<file path="config.mk">
export PLATFORM = sky130hd
export DESIGN_NAME = mem_arbiter
export DESIGN_NICKNAME = d
export VERILOG_FILES = /design/src/rtl/mem_arbiter.sv
export SDC_FILE = /design/constraint.sdc
export NUM_CORES = 1
export LEC_CHECK = 0
export ABC_CLOCK_PERIOD_IN_PS = 3200
export BUFFER_PORTS_ARGS = -buffer_cell sky130_fd_sc_hd__buf_2
export CELL_PAD_IN_SITES_DETAIL_PLACEMENT = 1
export CELL_PAD_IN_SITES_GLOBAL_PLACEMENT = 1
export CORE_ASPECT_RATIO = 1.5
export CORE_MARGIN = 4
export CORE_UTILIZATION = 25
export CTS_CLUSTER_DIAMETER = 150
export DETAILED_ROUTE_END_ITERATION = 12
export PLACE_DENSITY = 0.78
export SLEW_MARGIN = 20
export SYNTH_ARGS = -nofsm -noshare
export SYNTH_HDL_FRONTEND = slang
export SYNTH_SLANG_ARGS = --single-unit
</file>
<file path="constraint.sdc">
create_clock -name CLK -period 3.2 [get_ports CLK]
set_clock_uncertainty 0.1 [all_clocks]
set_input_delay 0.16 -clock CLK [delete_from_list [all_inputs] [get_ports CLK]]
set_output_delay 0.16 -clock CLK [all_outputs]
set_load 0.01 [all_outputs]
</file>
<file path="src/rtl/mem_arbiter.sv">
// mem_arbiter: shares one single-ported RAM between instruction fetch and data access.
// Data wins arbitration, bounded by a fetch-starvation counter; LL/SC is resolved here.
//
// state   | meaning
// IDLE    | no RAM strobes; arbitrating pending requests
// I_XFER  | fetch owns the RAM until ramstate reports ACCESS/ERROR
// D_XFER  | data port owns the RAM (load, store, LL, or a winning SC)
// SC_FAIL | SC rejected locally: one-cycle dhit with dload = 0
module mem_arbiter #(
    parameter int ADDR_W      = 32,
    parameter int DATA_W      = 32,
    parameter int MAX_DSTREAK = 4
) (
    input  logic              CLK,
    input  logic              RST,
    input  logic              iren,
    input  logic [ADDR_W-1:0] iaddr,
    output logic              ihit,
    output logic [DATA_W-1:0] iload,
    input  logic              dren,
    input  logic              dwen,
    input  logic              dll,
    input  logic              dsc,
    input  logic [ADDR_W-1:0] daddr,
    input  logic [DATA_W-1:0] dstore,
    output logic              dhit,
    output logic [DATA_W-1:0] dload,
    output logic [ADDR_W-1:0] ramaddr,
    output logic [DATA_W-1:0] ramstore,
    output logic              ramren,
    output logic              ramwen,
    input  logic [DATA_W-1:0] ramload,
    input  logic [1:0]        ramstate,
    output logic              mem_err
);

    typedef enum logic [1:0] {
        IDLE    = 2'd0,
        I_XFER  = 2'd1,
        D_XFER  = 2'd2,
        SC_FAIL = 2'd3
    } state_e;

    localparam logic [1:0] RS_ACCESS   = 2'd2;
    localparam logic [1:0] RS_ERROR    = 2'd3;
    localparam logic [3:0] DSTREAK_MAX = 4'(MAX_DSTREAK);

    state_e            state_q, state_d;
    logic [3:0]        dstreak_q, dstreak_d;
    logic              link_valid_q, link_valid_d;
    logic [ADDR_W-1:0] link_addr_q, link_addr_d;

    logic d_req;
    logic d_read;
    logic link_match;
    logic sc_doomed;
    logic fetch_forced;
    logic owner_active;
    logic xfer_done;
    logic xfer_err;

    assign d_req        = dren | dwen;
    // both strobes high is treated as a write
    assign d_read       = dren & ~dwen;
    assign link_match   = link_valid_q && (link_addr_q == daddr);
    assign sc_doomed    = dwen && dsc && !link_match;
    assign fetch_forced = iren && (dstreak_q == DSTREAK_MAX);

    always_comb begin
        owner_active = 1'b0;
        if (state_q == I_XFER) begin
            owner_active = iren;
        end else if (state_q == D_XFER) begin
            owner_active = d_req;
        end
    end

    assign xfer_done = owner_active && (ramstate == RS_ACCESS);
    assign xfer_err  = owner_active && (ramstate == RS_ERROR);

    // state register
    always_ff @(posedge CLK) begin
        if (RST) begin
            state_q      <= IDLE;
            dstreak_q    <= 4'd0;
            link_valid_q <= 1'b0;
            link_addr_q  <= '0;
        end else begin
            state_q      <= state_d;
            dstreak_q    <= dstreak_d;
            link_valid_q <= link_valid_d;
            link_addr_q  <= link_addr_d;
        end
    end

    // next-state logic
    always_comb begin
        state_d = state_q;
        case (state_q)
            IDLE: begin
                if (sc_doomed) begin
                    state_d = SC_FAIL;
                end else if (d_req && !fetch_forced) begin
                    state_d = D_XFER;
                end else if (iren) begin
                    state_d = I_XFER;
                end
            end
            I_XFER, D_XFER: begin
                // withdrawal, completion and RAM error all release the RAM
                if (!owner_active || xfer_done || xfer_err) begin
                    state_d = IDLE;
                end
            end
            SC_FAIL: state_d = IDLE;
            default: state_d = IDLE;
        endcase
    end

    always_comb begin
        dstreak_d = dstreak_q;
        if (state_q == IDLE) begin
            if (!iren) begin
                dstreak_d = 4'd0;
            end else if (state_d == D_XFER) begin
                if (dstreak_q < DSTREAK_MAX) begin
                    dstreak_d = dstreak_q + 4'd1;
                end
            end else if (state_d == I_XFER) begin
                dstreak_d = 4'd0;
            end
        end
    end

    // link register changes only on a completed data access
    always_comb begin
        link_valid_d = link_valid_q;
        link_addr_d  = link_addr_q;
        if (state_q == D_XFER && xfer_done) begin
            if (d_read && dll) begin
                link_valid_d = 1'b1;
                link_addr_d  = daddr;
            end else if (dwen && dsc) begin
                link_valid_d = 1'b0;
            end else if (dwen && (daddr == link_addr_q)) begin
                link_valid_d = 1'b0;
            end
        end
    end

    // output logic
    always_comb begin
        ihit     = 1'b0;
        iload    = '0;
        dhit     = 1'b0;
        dload    = '0;
        ramaddr  = '0;
        ramstore = '0;
        ramren   = 1'b0;
        ramwen   = 1'b0;
        mem_err  = xfer_err;
        case (state_q)
            I_XFER: begin
                ramaddr = iaddr;
                ramren  = iren;
                if (xfer_done) begin
                    ihit  = 1'b1;
                    iload = ramload;
                end
            end
            D_XFER: begin
                ramaddr  = daddr;
                ramstore = dstore;
                ramren   = d_read;
                ramwen   = dwen;
                if (xfer_done) begin
                    dhit = 1'b1;
                    if (dwen && dsc) begin
                        dload = DATA_W'(1);
                    end else if (d_read) begin
                        dload = ramload;
                    end
                end
            end
            SC_FAIL: dhit = 1'b1;
            default: ;
        endcase
    end

endmodule

</file>
Word-level counts from Yosys, hierarchy flattened
Index checks and enable logic that the tools add are counted.
{ "op_classes": {"addsub": 1, "magnitude_cmp": 1, "eq_ne": 12, "mux": 27, "bitwise": 3, "n_reduce_logical": 21} }
{ "ops": {"columns": ["operator", "n"], "rows": [
  ["$mux W32", 7],
  ["$eq A32 B32 Y1", 2],
  ["$pmux W32 S2", 1],
  ["$mux W4", 4],
  ["$eq A2 B2 Y1 const B", 5],
  ["$logic_and A1 B1 Y1", 10],
  ["$mux W1", 8],
  ["$mux W2", 4],
  ["$pmux W2 S3", 1],
  ["$add A4 B1 Y4 const B", 1],
  ["$eq A2 B1 Y1 const B", 2],
  ["$eq A4 B3 Y1 const B", 1],
  ["$lt A4 B3 Y1 const B", 1],
  ["$pmux W1 S2", 2],
  ["$reduce_and A2 Y1", 2],
  ["$logic_not A1 Y1", 3],
  ["$ne A3 B1 Y1 const B", 1],
  ["$ne A3 B2 Y1 const B", 1],
  ["$reduce_and A3 Y1", 1],
  ["$reduce_bool A3 Y1", 1],
  ["$logic_not A2 Y1", 1],
  ["$logic_or A1 B1 Y1", 2],
  ["$reduce_or A2 Y1", 1],
  ["$and A1 B1 Y1", 1],
  ["other kinds (2)", 2]
]} }
{ "word_totals": {"register_bits": 39, "in_bits": 137, "output_inout_bits": 133, "elab_cells": 69} }

Logic depth before layout (Yosys ltp)
Gate-level depths: netlist of run 1.
{ "logic_depth": {"ltp_word": 12, "ltp_mapped": 12, "ltp_nobuf": 9} }

Worst setup path before layout of run 1
OpenSTA, ideal clock, no wires.
{ "synth_timing": {"path_type": "register -> register", "startpoint": "register state_q[0]", "endpoint": "register dstreak_q[0]", "setup_time_ns": 0.088, "t_arrival_ns": 2.458, "required_time_ns": 3.012, "setup_slack_ns": 0.554, "stages_incl_launch_ff": 10, "path_buffers": 1, "synth_period_minus_slack_ns": 2.646, "path_cell_list": "dfxtp_1 > inv_1 > ha_1 > nor3b_1 > a22o_1 > a2111oi_4 > or2_1 > buf_4 > or3b_1 > a311oi_2"} }
{ "synth_between": {"elab_chain_cells": 11, "elab_cells_between_ends": 24, "cone_classes": "eq/ne: 7; mux: 9; reduce/logical: 8"} }
{ "synth_rtl": {"columns": ["element", "line_no", "source"], "rows": [
  ["start: declaration", "48", "state_e state_q, state_d;"],
  ["start signal: assignment", "89", "state_q <= state_d;"],
  ["$eq A2 B2 Y1", "73, 99", null],
  ["$mux W1", "73", "end else if (state_q == D_XFER) begin"],
  ["$mux W1", "71", "if (state_q == I_XFER) begin"],
  ["$logic_not A1 Y1 or $logic_and A1 B1 Y1 (tied branches)", "111, 78", null],
  ["$logic_or A1 B1 Y1 (2 in series)", "111", "if (!owner_active || xfer_done || xfer_err) begin"],
  ["$mux W2", "111", null],
  ["$pmux W2 S3", "99", "case (state_q)"],
  ["$eq A2 B2 Y1 or $eq A2 B1 Y1 (tied branches)", "125, 129", null],
  ["$ne A3 B2 Y1 (no source line), or another cell as far along", null, null],
  ["$reduce_and A3 Y1 (no source line) or $mux W4 (tied branches)", null, null],
  ["end signal: assignment", "90", "dstreak_q <= dstreak_d;"],
  ["end: declaration", "49", "logic [3:0] dstreak_q, dstreak_d;"]
]} }
Several ways; a longest one is shown, not always the timed one.
A chain may end at the register's enable or synchronous reset.

Worst setup path in the final report of run 1
{ "layout_timing": {"startpoint": "register state_q[0]", "endpoint": "output port dload[3]"} }
{ "layout_between": {"elab_chain_cells": 6, "elab_cells_between_ends": 7, "cone_classes": "eq/ne: 2; mux: 4; reduce/logical: 1"} }
{ "layout_rtl": {"columns": ["element", "line_no", "source"], "rows": [
  ["$eq A2 B2 Y1", "73, 162", null],
  ["$mux W1", "73", null],
  ["$mux W1", "71", null],
  ["$logic_and A1 B1 Y1", "78", "assign xfer_done = owner_active && (ramstate == RS_ACCESS);"],
  ["$mux W32", "176", "if (xfer_done) begin"],
  ["$mux W32 *", "162", "case (state_q)"],
  ["end: declaration", "27", "output logic [DATA_W-1:0] dload,"]
]} }
Every way passes the cells marked *; elsewhere a longest branch is shown, timed or not.

==> results.md, run 1 <==
* Outcome: complete, no violations
* Post-Syn Instances at 447
* Tightest Hold Check Type: in -> reg
* Post-layout min period at 2830 ps
* Max_cap viols at 0
* Layout net count at 844
* Synth top area share at 0.244
* H-tree Lvls at 2
* Skew-Pair Late Insertion Delay at 280 ps
* Final core occ at 0.386
* Sequential area share after synthesis at 0.244
* Non-Filler Instances at 857
* GPL Wtd Cong at 0.887
* Root buffer cell: clkbuf_16
* Buffers & Inverters on Critical Path at 4
* Number of clock sinks at 39
* Tot GR Track Use at 0.189
* Crit end category: output port
* Total core area at 0.0125 sq mm
* Fraction of layout cells with a size suffix above 1 at 0.414
* Detail Route Antenna Nets at 0
* Slew @ Worst Pin at 792 ps
* Clk slew on worst S/H paths at 60 ps
* Critical path's top delay family: buffers and inverters
* CTS buffer count at 5
* Syn. warnings at 0
* Final wirelength at 14.8 mm
* Worst EP required at 2940 ps
* Post-route DRC violation count at 0
* Mapped Nets at 591
* Period utilisation layout at 0.884
* Antenna cells at 0
* Largest net degree at the start of global routing at 68
* Slew HR at 0.472
* Final Hold Viols at 0
* DIE HEIGHT at 147 um
* Site Rows at 50
* Count of cell types in the netlist at 35
* Hold_buf cts at 0
* Slew Viols, Final at 0
* CP max-delay cell: buf_4
* Vias/cell at 4.72
* Area contributors post-synth: dfxtp_1 (24%), and2_1 (19%), xor2_1 (8.8%)
* Tot Pwr at 1.45 mW
* Critical path fanouts, max at 67
* Most common cell on crit path: buf_4
* Synth-to-Final Area Change at 50.9%
* CTS Buffer Depth at 2
* Sum Neg Setup Slack at 0 ps
* Drt first-iter violations at 137
* Yosys top cell by area: dfxtp_1
* I/O pins at 270
* Classification of the worst setup path: reg -> out
* Die area at 0.0147 sq mm
* Pleak at 2.53 nW
* Fillers at 1634
* Fmax at 354 MHz
* PwrDens at 299 mW/mm^2
* Vias at 4041
* Post-CTS Setup Inserts at 0
* Pre-antenna DRT Iters at 4
* Avg WL per Cell at 17.3 um
* Synthesized cell area at 0.00320 sq mm
* Vias in the first global route at 4320
* # port buffers at 269
* Post_cts resized at 0
* Placed insts at 849
* CP Cell Sequence: inv_1, ha_2, buf_4, nand4b_1, nor2b_1, buf_4, and2_1, buf_2
* Die width at 100 um
* CTS tree: yes
* Crit start category: flop
* #FFs+latches synth at 39
* PnR worst setup slack at 372 ps
* Initial Util at 0.256
* Post-Syn Area per Cell at 7.17 sq um
* Final setup fails at 0
* DPL Wire Length at 12.3 mm
* WP data arrival at 2570 ps
* Critical path's largest stage delay at 500 ps
* Peak supply drop at 0.000185 V
* Pre-CTS WS at 411 ps
* Initial antenna violation count at 2
* Grt ovf at 0
* Global-route wire length before repair at 22.1 mm
* RSZ-0062 raised after global routing: false
## sequential cells by signal, indices dropped and copies added (netlist names)
| signal | count |
|---|---|
| state_q | 2 |
| link_addr_q | 32 |
| dstreak_q | 4 |
| link_valid_q | 1 |
## synth_stat cells
library cell / instances
nor4_1: 8
or3_1: 1
a21boi_0: 1
nor3_1: 1
mux2_2: 1
a22oi_1: 34
and3_1: 2
a31oi_1: 3
xor2_1: 32
dfxtp_1: 39
a2111oi_4: 1
a41oi_1: 1
o21ai_1: 1
or2_4: 1
o21ai_0: 4
nand4b_1: 1
nor2_1: 10
a311oi_2: 1
or2_1: 1
ha_1: 7
and4b_1: 1
and2_1: 97
clkbuf_1: 31
o211ai_1: 2
nand4_1: 4
nand2_1: 74
inv_1: 7
buf_4: 1
nand3_1: 1
a21oi_1: 35
a22o_1: 2
or3b_1: 1
nor2b_1: 35
nor3b_1: 2
nand2b_1: 4
## cell families after synthesis
logic type               after synthesis  share of synthesized area
buffers and inverters                 39                     0.0469
XOR/XNOR                              32                     0.0875
AND/OR/NAND/NOR                      244                      0.414
flip-flops                            39                      0.244
AO/OA/AOI/OAI                         85                      0.177
multiplexers                           1                    0.00352
adder cells (fa/ha/maj)                7                     0.0273
## worst register-to-register path, delay by kind of cell (launching register included)
| family | cells | cell delay, ps |
|---|---|---|
| compound gates | 3 | 900 |
| fa+ha+maj | 1 | 320 |
| buf+inv | 1 | 130 |
| flops | 1 | 450 |
| simple gates | 3 | 800 |
## area by class of cell
type | count | area [sq um] | area share
Multi-Input combinational cell | 369 | 2280 | 0.472
Timing Repair Buffer | 278 | 1410 | 0.293
Sequential cell | 39 | 781 | 0.162
Tap cell | 156 | 195 | 0.0404
Clock buffer | 7 | 133 | 0.0274
Inverter | 7 | 26.3 | 0.00544
Clock inverter | 1 | 5.00 | 0.00104
## where the power goes
part	internal, mW	total, mW	switching (mW)
registers	0.490	0.496	0.00578
logic	0.210	0.467	0.257
clock network	0.288	0.482	0.194
## cells in the final DEF, fill, tap and decap left out, types with 5 or more instances in the layout
| cell | Yosys | layout |
|---|---|---|
| clkbuf_16 | 0 | 5 |
| nor2b_1 | 35 | 35 |
| ha_1 | 7 | 6 |
| dfxtp_1 | 39 | 39 |
| and2_1 | 97 | 97 |
| a21oi_1 | 35 | 35 |
| a22oi_1 | 34 | 34 |
| nand2_1 | 74 | 74 |
| nor4_1 | 8 | 8 |
| inv_1 | 7 | 7 |
| buf_2 | 0 | 269 |
| nor2_1 | 10 | 10 |
| xor2_1 | 32 | 32 |
| buf_4 | 1 | 9 |
## stage by stage
stage / hold slack, ps / cell area (sq um)
final: 47.9 / 4830
after global routing: 52.5 / 4830
after CTS: 49.2 / 4830
after detailed placement: 346 / 4700
after global placement: 332 / 4700
after floorplan: 196 / 3200
## final timing paths
kind	startpoint	endpoint	slack [ps]	cells after the start
max reg2reg	state_q[0]	dstreak_q[0]	390	8
min reg2reg	link_addr_q[14]	link_addr_q[14]	370	2
min	daddr[7]	link_addr_q[7]	50	3
max	state_q[0]	dload[3]	370	8
## routing by layer
| layer | share of wire | wire (um) | track usage | up-vias |
|---|---|---|---|---|
| met2 | 0.54 | 8060 | 0.378 | 178 |
| met3 | 0.085 | 1260 | 0.0488 | 26 |
| met1 | 0.35 | 5130 | 0.181 | 1847 |
| li1 | - | - | - | 1986 |
| met4 | 0.022 | 329 | 0.0566 | 4 |
| met5 | 0.0017 | 25 | 0 | - |
Power figures use the tool's default switching activity.
==> inputs of run 2 (changes only) <==
RECOVER_POWER = 25   (was unset)
==> run 2 against run 1 <==
Net effect: sequential power barely moved; clock power barely moved; global-route usage unchanged; via count is 0.25% higher; critical endpoint unchanged; highest routed layer unchanged.
==> results.md, run 2 (synthesis gave the netlist of run 1 again) <==
* Slew @ Worst Pin at 1020 ps
* Skew-Pair Late Insertion Delay at 280 ps
* # port buffers at 269
* Clk slew on worst S/H paths at 60 ps
* Post-layout min period at 2880 ps
* Multi-input logic area at 0.00227 sq mm
* Vias at 4051
* GPL Wtd Cong at 0.887
* Final Hold Viols at 0
* Antenna cells at 0
* Reg2reg start: state_q[1]
* Die width at 100 um
* Classification of the worst setup path: reg -> out
* Vias in the first global route at 4320
* Final core occ at 0.383
* Detail Route Antenna Nets at 0
* Layout net count at 844
* Die area at 0.0147 sq mm
* Crit start category: flop
* Outcome: complete, no violations
* Final setup fails at 0
* DIE HEIGHT at 147 um
* Fmax at 348 MHz
* Tot GR Track Use at 0.189
* Hold_buf cts at 0
* Final wirelength at 14.8 mm
* RSZ-0062 raised after global routing: false
* Site Rows at 50
* Pleak at 2.40 nW
* Vias/cell at 4.73
* Fillers at 1651
* Final cell area excluding filler cells at 0.00479 sq mm
* R2R Setup Slk at 380 ps
* WP data arrival at 2620 ps
* DPL Wire Length at 12.3 mm
* Commonest non-fill, non-tap cells in the layout: buf_2 (241), and2_1 (87), nand2_1 (74)
* Worst hold endpoint: link_addr_q[7]
* CTS Buffer Depth at 2
* Critical path fanouts, max at 31
* Sum Neg Setup Slack at 0 ps
* Registers with the most flip-flops: link_addr_q (32), dstreak_q (4), state_q (2)
* Peak supply drop at 0.000185 V
* PnR worst setup slack at 324 ps
* Post-route DRC violation count at 0
* I/O pins at 270
* Tightest Hold Check Type: in -> reg
* Period utilisation layout at 0.899
* Crit end category: output port
* Slew HR at 0.323
* Global-route wire length before repair at 22.1 mm
* Pre-antenna DRT Iters at 4
* Number of clock sinks at 39
* Grt ovf at 0
* Total core area at 0.0125 sq mm
* Pre-CTS WS at 411 ps
* Initial Util at 0.256
* Synth-to-Final Area Change at 49.5%
* PwrDens at 300 mW/mm^2
* Root buffer cell: clkbuf_16
* R2R depth at 9
* Slew Viols, Final at 0
* Hold Crit Start: daddr[7]
* Hold slack at 47.8 ps
* Max FFs per register at 32
* H-tree Lvls at 2
* CTS tree: yes
* Initial antenna violation count at 2
* Post-CTS Setup Inserts at 0
* R2R Path End: dstreak_q[0]
* Fraction of layout cells with a size suffix above 1 at 0.369
* Worst EP required at 2940 ps
* Largest net degree at the start of global routing at 68
* Max_cap viols at 0
* Post_cts resized at 0
* Placed cell area at 0.00470 sq mm
* CTS buffer count at 5
* Sequential Area at 781 sq um
* Most flops, register: link_addr_q
* Min-Delay Path Depth at 3
* Commonest non-fill, non-tap cell in the layout: buf_2
* Drt first-iter violations at 137
* Avg WL per Cell at 17.3 um
-- run 2: cell types whose count changed in the layout (fill, tap and decap cells not counted), sizes merged --
cell,change
buf,-29
clkbuf,+29
-- run 2: layout make-up --
type,instances,share of cell area
Multi-Input combinational cell,369,0.475
Timing Repair Buffer,278,0.287
Sequential cell,39,0.163
Tap cell,156,0.0408
Clock buffer,7,0.0277
Inverter,7,0.00549
Clock inverter,1,0.00105
-- run 2: through the flow --
stage          power (mW)  std cells
4_1_cts              1.46        857
3_5_place_dp        0.978        849
6_report             1.44        857
2_1_floorplan       0.745        447
5_1_grt              1.51        857
3_3_place_gp        0.960        849
-- run 2: worst max-delay path by stage --
| stage | startpoint | endpoint | slack, ps | depth (start not counted) |
|---|---|---|---|---|
| 3_5_place_dp | state_q[0] | dstreak_q[0] | 410 | 8 |
| 5_1_grt | state_q[1] | dload[21] | 60 | 9 |
| 2_1_floorplan | state_q[0] | dstreak_q[0] | 550 | 9 |
| 3_3_place_gp | state_q[0] | dstreak_q[0] | 530 | 8 |
| 4_1_cts | state_q[0] | dload[3] | 310 | 8 |
| 6_report | state_q[1] | dload[3] | 320 | 9 |
-- run 2: report_power, final --
part	leakage [nW]	switching [mW]	total [mW]	internal, mW
Sequential	0.315	0.00573	0.496	0.490
Combinational	2.02	0.258	0.460	0.203
Clock	0.0679	0.194	0.482	0.288
-- run 2: layer usage --
metal / share of wire / track usage / vias to the layer above
met2: 0.54 / 0.378 / 185
met3: 0.089 / 0.0488 / 26
met1: 0.34 / 0.181 / 1851
li1: - / - / 1985
met5: 0.0017 / 0 / -
met4: 0.022 / 0.0566 / 4
-- run 2: critical path: stages (launching register included) --
cell and delay [ps]:
dfxtp_1 410, inv_1 110, ha_1 250, nand2b_1 160, o21ai_0 350, nand4b_1 250, nor2b_1 240, buf_4 280
and2_1 170, buf_2 130
